===== config.mk =====
export PLATFORM = sky130hd
export DESIGN_NAME = ahb_apb_bridge
export DESIGN_NICKNAME = d
export VERILOG_FILES = /design/src/rtl/ahb_apb_bridge.sv
export SDC_FILE = /design/constraint.sdc
export NUM_CORES = 1
export LEC_CHECK = 0
export ABC_CLOCK_PERIOD_IN_PS = 3800
export CORE_ASPECT_RATIO = 2
export CORE_MARGIN = 3
export CORE_UTILIZATION = 36
export DETAILED_ROUTE_END_ITERATION = 10
export PLACE_DENSITY = 0.88
export SLEW_MARGIN = 20
export SYNTH_ARGS = -nofsm -noshare
export SYNTH_HDL_FRONTEND = slang
export SYNTH_SLANG_ARGS = --single-unit

===== constraint.sdc =====
create_clock -name i_clk -period 3.8 [get_ports i_clk]
set_input_delay 0.76 -clock i_clk [delete_from_list [all_inputs] [get_ports i_clk]]
set_output_delay 0.76 -clock i_clk [all_outputs]
set_load 0.005 [all_outputs]

===== src/rtl/ahb_apb_bridge.sv =====
// AHB-lite slave to APB bridge for NUM_APB_SLAVES peripherals, one transfer in flight, all outputs registered.
// Zero-wait latency: read 2 / write 3 hreadyout-low cycles; hreadyout stays low while the APB peripheral holds pready low.
module ahb_apb_bridge #(
    parameter int ADDR_WIDTH     = 32,
    parameter int DATA_WIDTH     = 32,
    parameter int NUM_APB_SLAVES = 4,
    parameter int SEL_LSB        = 12,
    parameter int TIMEOUT_CYCLES = 255
) (
    input  logic                                      i_clk,
    input  logic                                      i_reset,
    input  logic                                      i_hselx,
    input  logic                                      i_htrans,
    input  logic                                      i_hwrite,
    input  logic [ADDR_WIDTH-1:0]                     i_haddr,
    input  logic [DATA_WIDTH-1:0]                     i_hwdata,
    input  logic                                      i_hready,
    output logic                                      o_hreadyout,
    output logic [DATA_WIDTH-1:0]                     o_hrdata,
    output logic                                      o_hresp,
    output logic [ADDR_WIDTH-1:0]                     o_paddr,
    output logic [NUM_APB_SLAVES-1:0]                 o_psel,
    output logic                                      o_penable,
    output logic                                      o_pwrite,
    output logic [DATA_WIDTH-1:0]                     o_pwdata,
    input  logic [NUM_APB_SLAVES-1:0][DATA_WIDTH-1:0] i_prdata,
    input  logic [NUM_APB_SLAVES-1:0]                 i_pready,
    input  logic [NUM_APB_SLAVES-1:0]                 i_pslverr
);

    localparam int IDX_W = (NUM_APB_SLAVES > 1) ? $clog2(NUM_APB_SLAVES) : 1;
    localparam int RGN_W = ADDR_WIDTH - SEL_LSB;
    localparam logic [15:0] TMO_LAST = 16'(TIMEOUT_CYCLES - 1);

    typedef enum logic [2:0] {
        S_IDLE,
        S_WDATA,
        S_SETUP,
        S_ACCESS,
        S_ERR1,
        S_ERR2
    } state_t;

    state_t                    state, state_nxt;
    logic [IDX_W-1:0]          idx, idx_nxt;
    logic [15:0]               tmo_cnt, tmo_cnt_nxt;
    logic                      hreadyout_nxt, hresp_nxt, penable_nxt, pwrite_nxt;
    logic [DATA_WIDTH-1:0]     hrdata_nxt, pwdata_nxt;
    logic [ADDR_WIDTH-1:0]     paddr_nxt;
    logic [NUM_APB_SLAVES-1:0] psel_nxt;

    logic                      accept, bad_addr, timeout_hit;
    logic [RGN_W-1:0]          region;
    logic [IDX_W-1:0]          haddr_idx;
    logic                      sel_ready, sel_err;
    logic [DATA_WIDTH-1:0]     sel_rdata;

    assign accept    = i_hselx & i_htrans & i_hready;
    assign region    = i_haddr[ADDR_WIDTH-1:SEL_LSB];
    assign haddr_idx = i_haddr[SEL_LSB +: IDX_W];
    // Every address bit above SEL_LSB takes part, so windows past the last peripheral decode as errors.
    assign bad_addr  = ({1'b0, region} >= (RGN_W + 1)'(NUM_APB_SLAVES));

    assign sel_ready   = i_pready[idx];
    assign sel_err     = i_pslverr[idx];
    assign sel_rdata   = i_prdata[idx];
    assign timeout_hit = (TIMEOUT_CYCLES != 0) && (tmo_cnt == TMO_LAST);

    always_comb begin
        state_nxt     = state;
        idx_nxt       = idx;
        tmo_cnt_nxt   = tmo_cnt;
        hreadyout_nxt = o_hreadyout;
        hresp_nxt     = o_hresp;
        hrdata_nxt    = o_hrdata;
        paddr_nxt     = o_paddr;
        psel_nxt      = o_psel;
        penable_nxt   = o_penable;
        pwrite_nxt    = o_pwrite;
        pwdata_nxt    = o_pwdata;

        case (state)
            S_IDLE, S_ERR2: begin
                state_nxt     = S_IDLE;
                hreadyout_nxt = 1'b1;
                hresp_nxt     = 1'b0;
                psel_nxt      = '0;
                penable_nxt   = 1'b0;
                if (accept) begin
                    idx_nxt       = haddr_idx;
                    paddr_nxt     = i_haddr;
                    pwrite_nxt    = i_hwrite;
                    hreadyout_nxt = 1'b0;
                    if (bad_addr) begin
                        state_nxt = S_ERR1;
                        hresp_nxt = 1'b1;
                    end else if (i_hwrite) begin
                        state_nxt = S_WDATA;
                    end else begin
                        state_nxt = S_SETUP;
                        psel_nxt  = NUM_APB_SLAVES'(1) << haddr_idx;
                    end
                end
            end
            S_WDATA: begin
                // hwdata belongs to the AHB data phase, one cycle after the address was accepted.
                state_nxt  = S_SETUP;
                pwdata_nxt = i_hwdata;
                psel_nxt   = NUM_APB_SLAVES'(1) << idx;
            end
            S_SETUP: begin
                state_nxt   = S_ACCESS;
                penable_nxt = 1'b1;
                tmo_cnt_nxt = '0;
            end
            S_ACCESS: begin
                if (sel_ready || timeout_hit) begin
                    psel_nxt    = '0;
                    penable_nxt = 1'b0;
                    if (sel_ready && !sel_err) begin
                        state_nxt     = S_IDLE;
                        hreadyout_nxt = 1'b1;
                        if (!o_pwrite) begin
                            hrdata_nxt = sel_rdata;
                        end
                    end else begin
                        state_nxt = S_ERR1;
                        hresp_nxt = 1'b1;
                    end
                end else begin
                    tmo_cnt_nxt = tmo_cnt + 16'd1;
                end
            end
            S_ERR1: begin
                state_nxt     = S_ERR2;
                hreadyout_nxt = 1'b1;
                hresp_nxt     = 1'b1;
            end
            default: begin
                state_nxt     = S_IDLE;
                hreadyout_nxt = 1'b1;
                hresp_nxt     = 1'b0;
                psel_nxt      = '0;
                penable_nxt   = 1'b0;
            end
        endcase
    end

    always_ff @(posedge i_clk or posedge i_reset) begin
        if (i_reset) begin
            state       <= S_IDLE;
            idx         <= '0;
            tmo_cnt     <= '0;
            o_hreadyout <= 1'b1;
            o_hresp     <= 1'b0;
            o_hrdata    <= '0;
            o_paddr     <= '0;
            o_psel      <= '0;
            o_penable   <= 1'b0;
            o_pwrite    <= 1'b0;
            o_pwdata    <= '0;
        end else begin
            state       <= state_nxt;
            idx         <= idx_nxt;
            tmo_cnt     <= tmo_cnt_nxt;
            o_hreadyout <= hreadyout_nxt;
            o_hresp     <= hresp_nxt;
            o_hrdata    <= hrdata_nxt;
            o_paddr     <= paddr_nxt;
            o_psel      <= psel_nxt;
            o_penable   <= penable_nxt;
            o_pwrite    <= pwrite_nxt;
            o_pwdata    <= pwdata_nxt;
        end
    end

endmodule


# Word-level counts from Yosys, hierarchy flattened
# Cells that the tools add are included.
[totals]
input_bits = 206
reg_bits = 125
out_inout_bits = 104
word_cells = 78
[classes]
muxes = 30
n_addsub = 1
n_eq_ne = 10
order_cmp = 2
shift = 2
bitwise_logic = 6
n_reduce_logical = 16
[ops]
columns = ["cell", "count"]
rows = [
  ["binary-select mux 32 bit (select 2 bit)", 1],
  ["2-to-1 mux 32 bit", 1],
  ["case mux 16 bit (2 select lines)", 1],
  [">= comparator 20 x 3 -> 1 bit (second input constant)", 1],
  ["adder 16 x 1 -> 16 bit (second input constant)", 1],
  ["equality test 16 x 8 -> 1 bit (second input constant)", 1],
  ["2-to-1 mux 16 bit", 1],
  ["2-to-1 mux 4 bit", 4],
  ["case mux 4 bit (4 select lines)", 1],
  ["case mux 3 bit (5 select lines)", 1],
  ["2-to-1 mux 3 bit", 4],
  ["2-to-1 mux 1 bit", 10],
  ["!= test 2 bit (second input constant)", 4],
  ["AND reduction 2 bit", 4],
  ["OR reduction 2 bit", 4],
  ["left shift 1 x 2 -> 4 bit (first input constant)", 2],
  ["equality test 3 x 2 -> 1 bit (second input constant)", 2],
  ["equality test 3 bit (second input constant)", 2],
  ["case mux 1 bit (3 select lines)", 2],
  ["AND reduction 3 bit", 2],
  ["binary-select mux 1 bit (select 2 bit)", 2],
  ["inverter 1 bit", 4],
  ["case mux 1 bit (4 select lines)", 1],
  ["AND reduction 4 bit", 1],
  ["9 further kinds", 10],
]

# Logic depth before layout (Yosys ltp)
[logic_depth]
word_depth = 7
mapped_depth = 8
ltp_nobuf = 7

# Worst setup path after synthesis
# Ideal clock, no wire load.
[synth_timing]
kind = "input to register"
start = "input port i_pready[3]"
end = "register tmo_cnt[11]"
setup_ns = 0.078
slack_ns = 1.107
t_arrival_ns = 2.615
required_ns = 3.722
cell_stages = 6
path_buffers = 1
cell_sequence = "mux4_2 > nor3b_4 > or4b_1 > buf_2 > or3_1 > a21oi_1"
[synth_via]
elab_chain_cells = 5
[synth_lines]
columns = ["item", "line", "rtl"]
rows = [
  ["start: declaration", "27", "input logic [NUM_APB_SLAVES-1:0] i_pready,"],
  ["binary-select mux 1 bit (select 2 bit)", "64", "assign sel_ready = i_pready[idx];"],
  ["2-to-1 mux 1 bit (not written as such)", "64", ""],
  ["logical OR 1 bit", "117", "if (sel_ready || timeout_hit) begin"],
  ["!= test 2 bit (no line)", "n/a", ""],
  ["AND reduction 2 bit (no line)", "n/a", ""],
  ["end signal: assignment", "165", "tmo_cnt <= tmo_cnt_nxt;"],
  ["end: declaration", "46", "logic [15:0] tmo_cnt, tmo_cnt_nxt;"],
]
# No other way between the ends. The select of a mux whose other input is x is not followed.
# A chain may end at the register's enable or synchronous reset.

# Worst setup path in the final report
[layout_timing]
start = "input port i_pready[3]"
end = "register tmo_cnt[15]"
# The elaborated chain is that of the path after synthesis.

==> impl_metrics.csv <==
group,metric,value,unit
timing,worst_pin_slew,0.963,ns
pwr,p_sw_share,28.3,%
global_routing,grt.overflow.total,0,
job,cap_violations,0,
pwr,switchingPower,1.99,mW
cells_and_area,fill_cells,1243,
cts,cts.sinks,123,
placement,dp_cells,902,
synth,synthTopCellsByArea,"dfrtp_1, mux2_2, mux4_2, o21ai_0, nand3_1",
synth,synth_ff_type,"dfrtp_1",
synth,synth.top_cell.area_share,52.6,%
worst_setup_path,start_kind,"primary input",
drt,drt_iter0_drc,170,
worst_hold_path,min_to,"o_psel[3]",
cts,clock_latency,0.40,ns
cts,cts_buffer_depth,2,
timing,relSlewSlack,35.6,%
cts,hold_buffers,0,
placement,gp_congestion,0.868,
pwr,combPwrFrac,43.7,%
pwr,internal-power,5.05,mW
drt,first_pass_iters,4,
cells_and_area,layout-drive-gt1-share,24.0,%
worst_setup_path,reg2reg_to,"tmo_cnt[15]",
floorplan,die_h,186,µm
synth,ys_seq_area_share,53.0,%
drt,via_per_inst,5.26,
floorplan,ios,310,
pwr,ir_drop,0.462,mV
pwr,power.density,718,nW/µm²
worst_setup_path,crit_fanout,12,
cts,htreeDepth,4,
cts,postCtsSetupBuffers,0,
floorplan,die_area,17800,µm²
worst_hold_path,hp-class,"flip-flop to flip-flop",
cts,clk_pin_slew_worst_paths,0.05,ns
floorplan,die_x,95.8,µm
worst_setup_path,worst-r2r-cell-count,5,
synth,postSynth.asyncResetShare,100,%
global_routing,grt_first_pass_wirelength,28400,µm
worst_hold_path,min_from,"o_psel[3]",
timing,finalHoldViolations,0,
pwr,clock_power_share,24.4,%
cells_and_area,utilization,62.1,%
global_routing,grt_use_total,21.0,%
floorplan,core,15800,µm²
synth,avgSynthCellArea,14.2,µm²
worst_setup_path,reg2reg_from,"o_paddr[12]",
cells_and_area,antenna_cells,0,
cts,clock-root-buffer,"clkbuf_16",
synth,syn_nets,616,
cells_and_area,final-instance-count-excl-fill,933,
worst_setup_path,path_class,"primary input to flip-flop",
synth,synth_area_leader_cell,"dfrtp_1",
synth,syn_area,5810,µm²
synth,yosys_register_bits,123,
worst_setup_path,cp.required,4.11,ns
worst_setup_path,cp-end-kind,"flip-flop",
timing,fin_tns_setup,0,ns
worst_hold_path,holdPathStages,2,
timing,finalCritPeriodShare,81.6,%
global_routing,grt_pass1_vias,5429,
global_routing,antenna_found_initial,0,
timing,fmax,0.322,GHz
synth,synth-edff-count,0,
timing,drv_slew,0,
synth,ys_warn_count,0,
run_status,outcome,"finished, final reports clean",
timing,rsz0062_at_grt,"false",
drt,routed_wl,18600,µm
worst_setup_path,arrival,3.41,ns
cts,cts_resized,0,
timing,fin_worst_skew,0.00890,ns
floorplan,initial_utilization,36.8,%
floorplan,rows,65,
cts,cts_buffers,17,
synth,syn_inst,408,
drt,antenna_left,0,
cts,cts_tree,"done",
placement,dpl.hpwl,14600,µm
timing,finalCriticalPeriod,3.10,ns
worst_setup_path,r2r_setup_slack,1.10,ns
global_routing,grt_max_degree,57,
cells_and_area,fin_nets,928,
cells_and_area,synthToLayoutAreaGrowth,68.7,%
drt,drc,0,
drt,vias,4904,
pwr,p_leak,3.88,nW
synth,synth.distinct_cells,41,
pwr,seqPwrFrac,31.9,%
drt,wl_per_cell,19.9,µm
timing,finalSetupViolCount,0,
placement,io_buffers,309,
layer usage:
metal	GRT usage, %	part of all wire, %	vias up
met3	7.16	8.4	40
met4	8.32	3.1	0
li1	-	-	2173
met2	37.3	54	240
met1	22.3	34	2451
met5	0	0	-
final cells by class:
cell class	instances	area, µm²	share of cell area, %
Timing Repair Buffer	317	3180	32.4
Sequential cell	123	3080	31.4
Multi-Input combinational cell	254	2620	26.8
Clock buffer	20	467	4.76
Tap cell	201	251	2.57
Clock inverter	11	168	1.71
Inverter	7	30.0	0.306
cell families (layout without fill, tap and decap cells):
group,after synthesis,count (layout),synth area share (%)
DFF,123,123,53.0
AOI/OAI and AO/OA,37,37,3.99
muxes,129,129,31.6
and+or+nand+nor,81,81,8.14
buffers and inverters,31,355,2.05
xor gates and xnor gates,5,5,0.754
adders and majority gates,2,2,0.431
state kept, by name, summed over array words and instances, names as in the netlist:
register	cells
o_paddr	32
tmo_cnt	16
o_pwdata	32
state	3
o_penable	1
o_pwrite	1
o_hresp	1
o_hreadyout	1
o_hrdata	32
o_psel	4
critical path, stage by stage:
cell             delay (ns)
clkdlybuf4s50_1        0.45
mux4_2                 0.57
nor3b_4                0.29
or4b_1                 0.64
or4_1                  0.54
a21oi_1                0.16
power groups by stage:
stage                     clock network [mW]  logic [mW]  registers [mW]
final                                   1.72        3.08            2.24
after global routing                    1.82        3.31            2.32
after CTS                               1.76        3.13            2.25
after detailed placement                   0        3.11            2.27
after global placement                     0        3.02            2.22
after floorplan                            0        1.38            2.24
worst max-delay path by stage:
| stage | startpoint | end | slack, ns | cells past startpoint |
|---|---|---|---|---|
| final | i_pready[3] | tmo_cnt[15] | 0.70 | 6 |
| after global routing | i_pready[3] | tmo_cnt[15] | 0.65 | 6 |
| after CTS | i_pready[3] | tmo_cnt[15] | 0.74 | 6 |
| after detailed placement | i_pready[3] | tmo_cnt[15] | 0.31 | 6 |
| after global placement | i_pready[3] | tmo_cnt[15] | 0.38 | 6 |
| after floorplan | i_pready[3] | tmo_cnt[11] | 1.11 | 6 |
metrics by stage:
step / instance area (µm²) / power, mW / hold slack (ns) / setup slack [ns]
after floorplan: 5810 / 3.62 / 0.477 / 1.11
after global placement: 9160 / 5.25 / 0.488 / 0.380
after detailed placement: 9160 / 5.38 / 0.495 / 0.314
after CTS: 9800 / 7.14 / 0.506 / 0.738
after global routing: 9800 / 7.45 / 0.516 / 0.651
final: 9800 / 7.04 / 0.498 / 0.699
cell usage in the layout, fill, tap and decap left out, types with 10 or more instances in the layout:
master / instances
nand3_1: 13
clkbuf_16: 17
clkdlybuf4s50_1: 309
mux2_2: 95
dfrtp_1: 121
a21oi_1: 10
o21ai_0: 14
or3_1: 10
mux4_2: 34
nand2_1: 15
cell usage after synthesis, types with 4 or more instances:
cell type and instances:
nand2_1 15, dfrtp_1 122, nand3_1 13, buf_1 6
nor2_1 8, o311ai_0 4, inv_1 7, a21oi_1 10
nor2b_1 5, mux2_2 95, mux4_2 34, o21ai_0 14
nand4_1 4, or3_1 10, and4_1 4, clkbuf_1 16
Power figures use the tool's default switching activity.
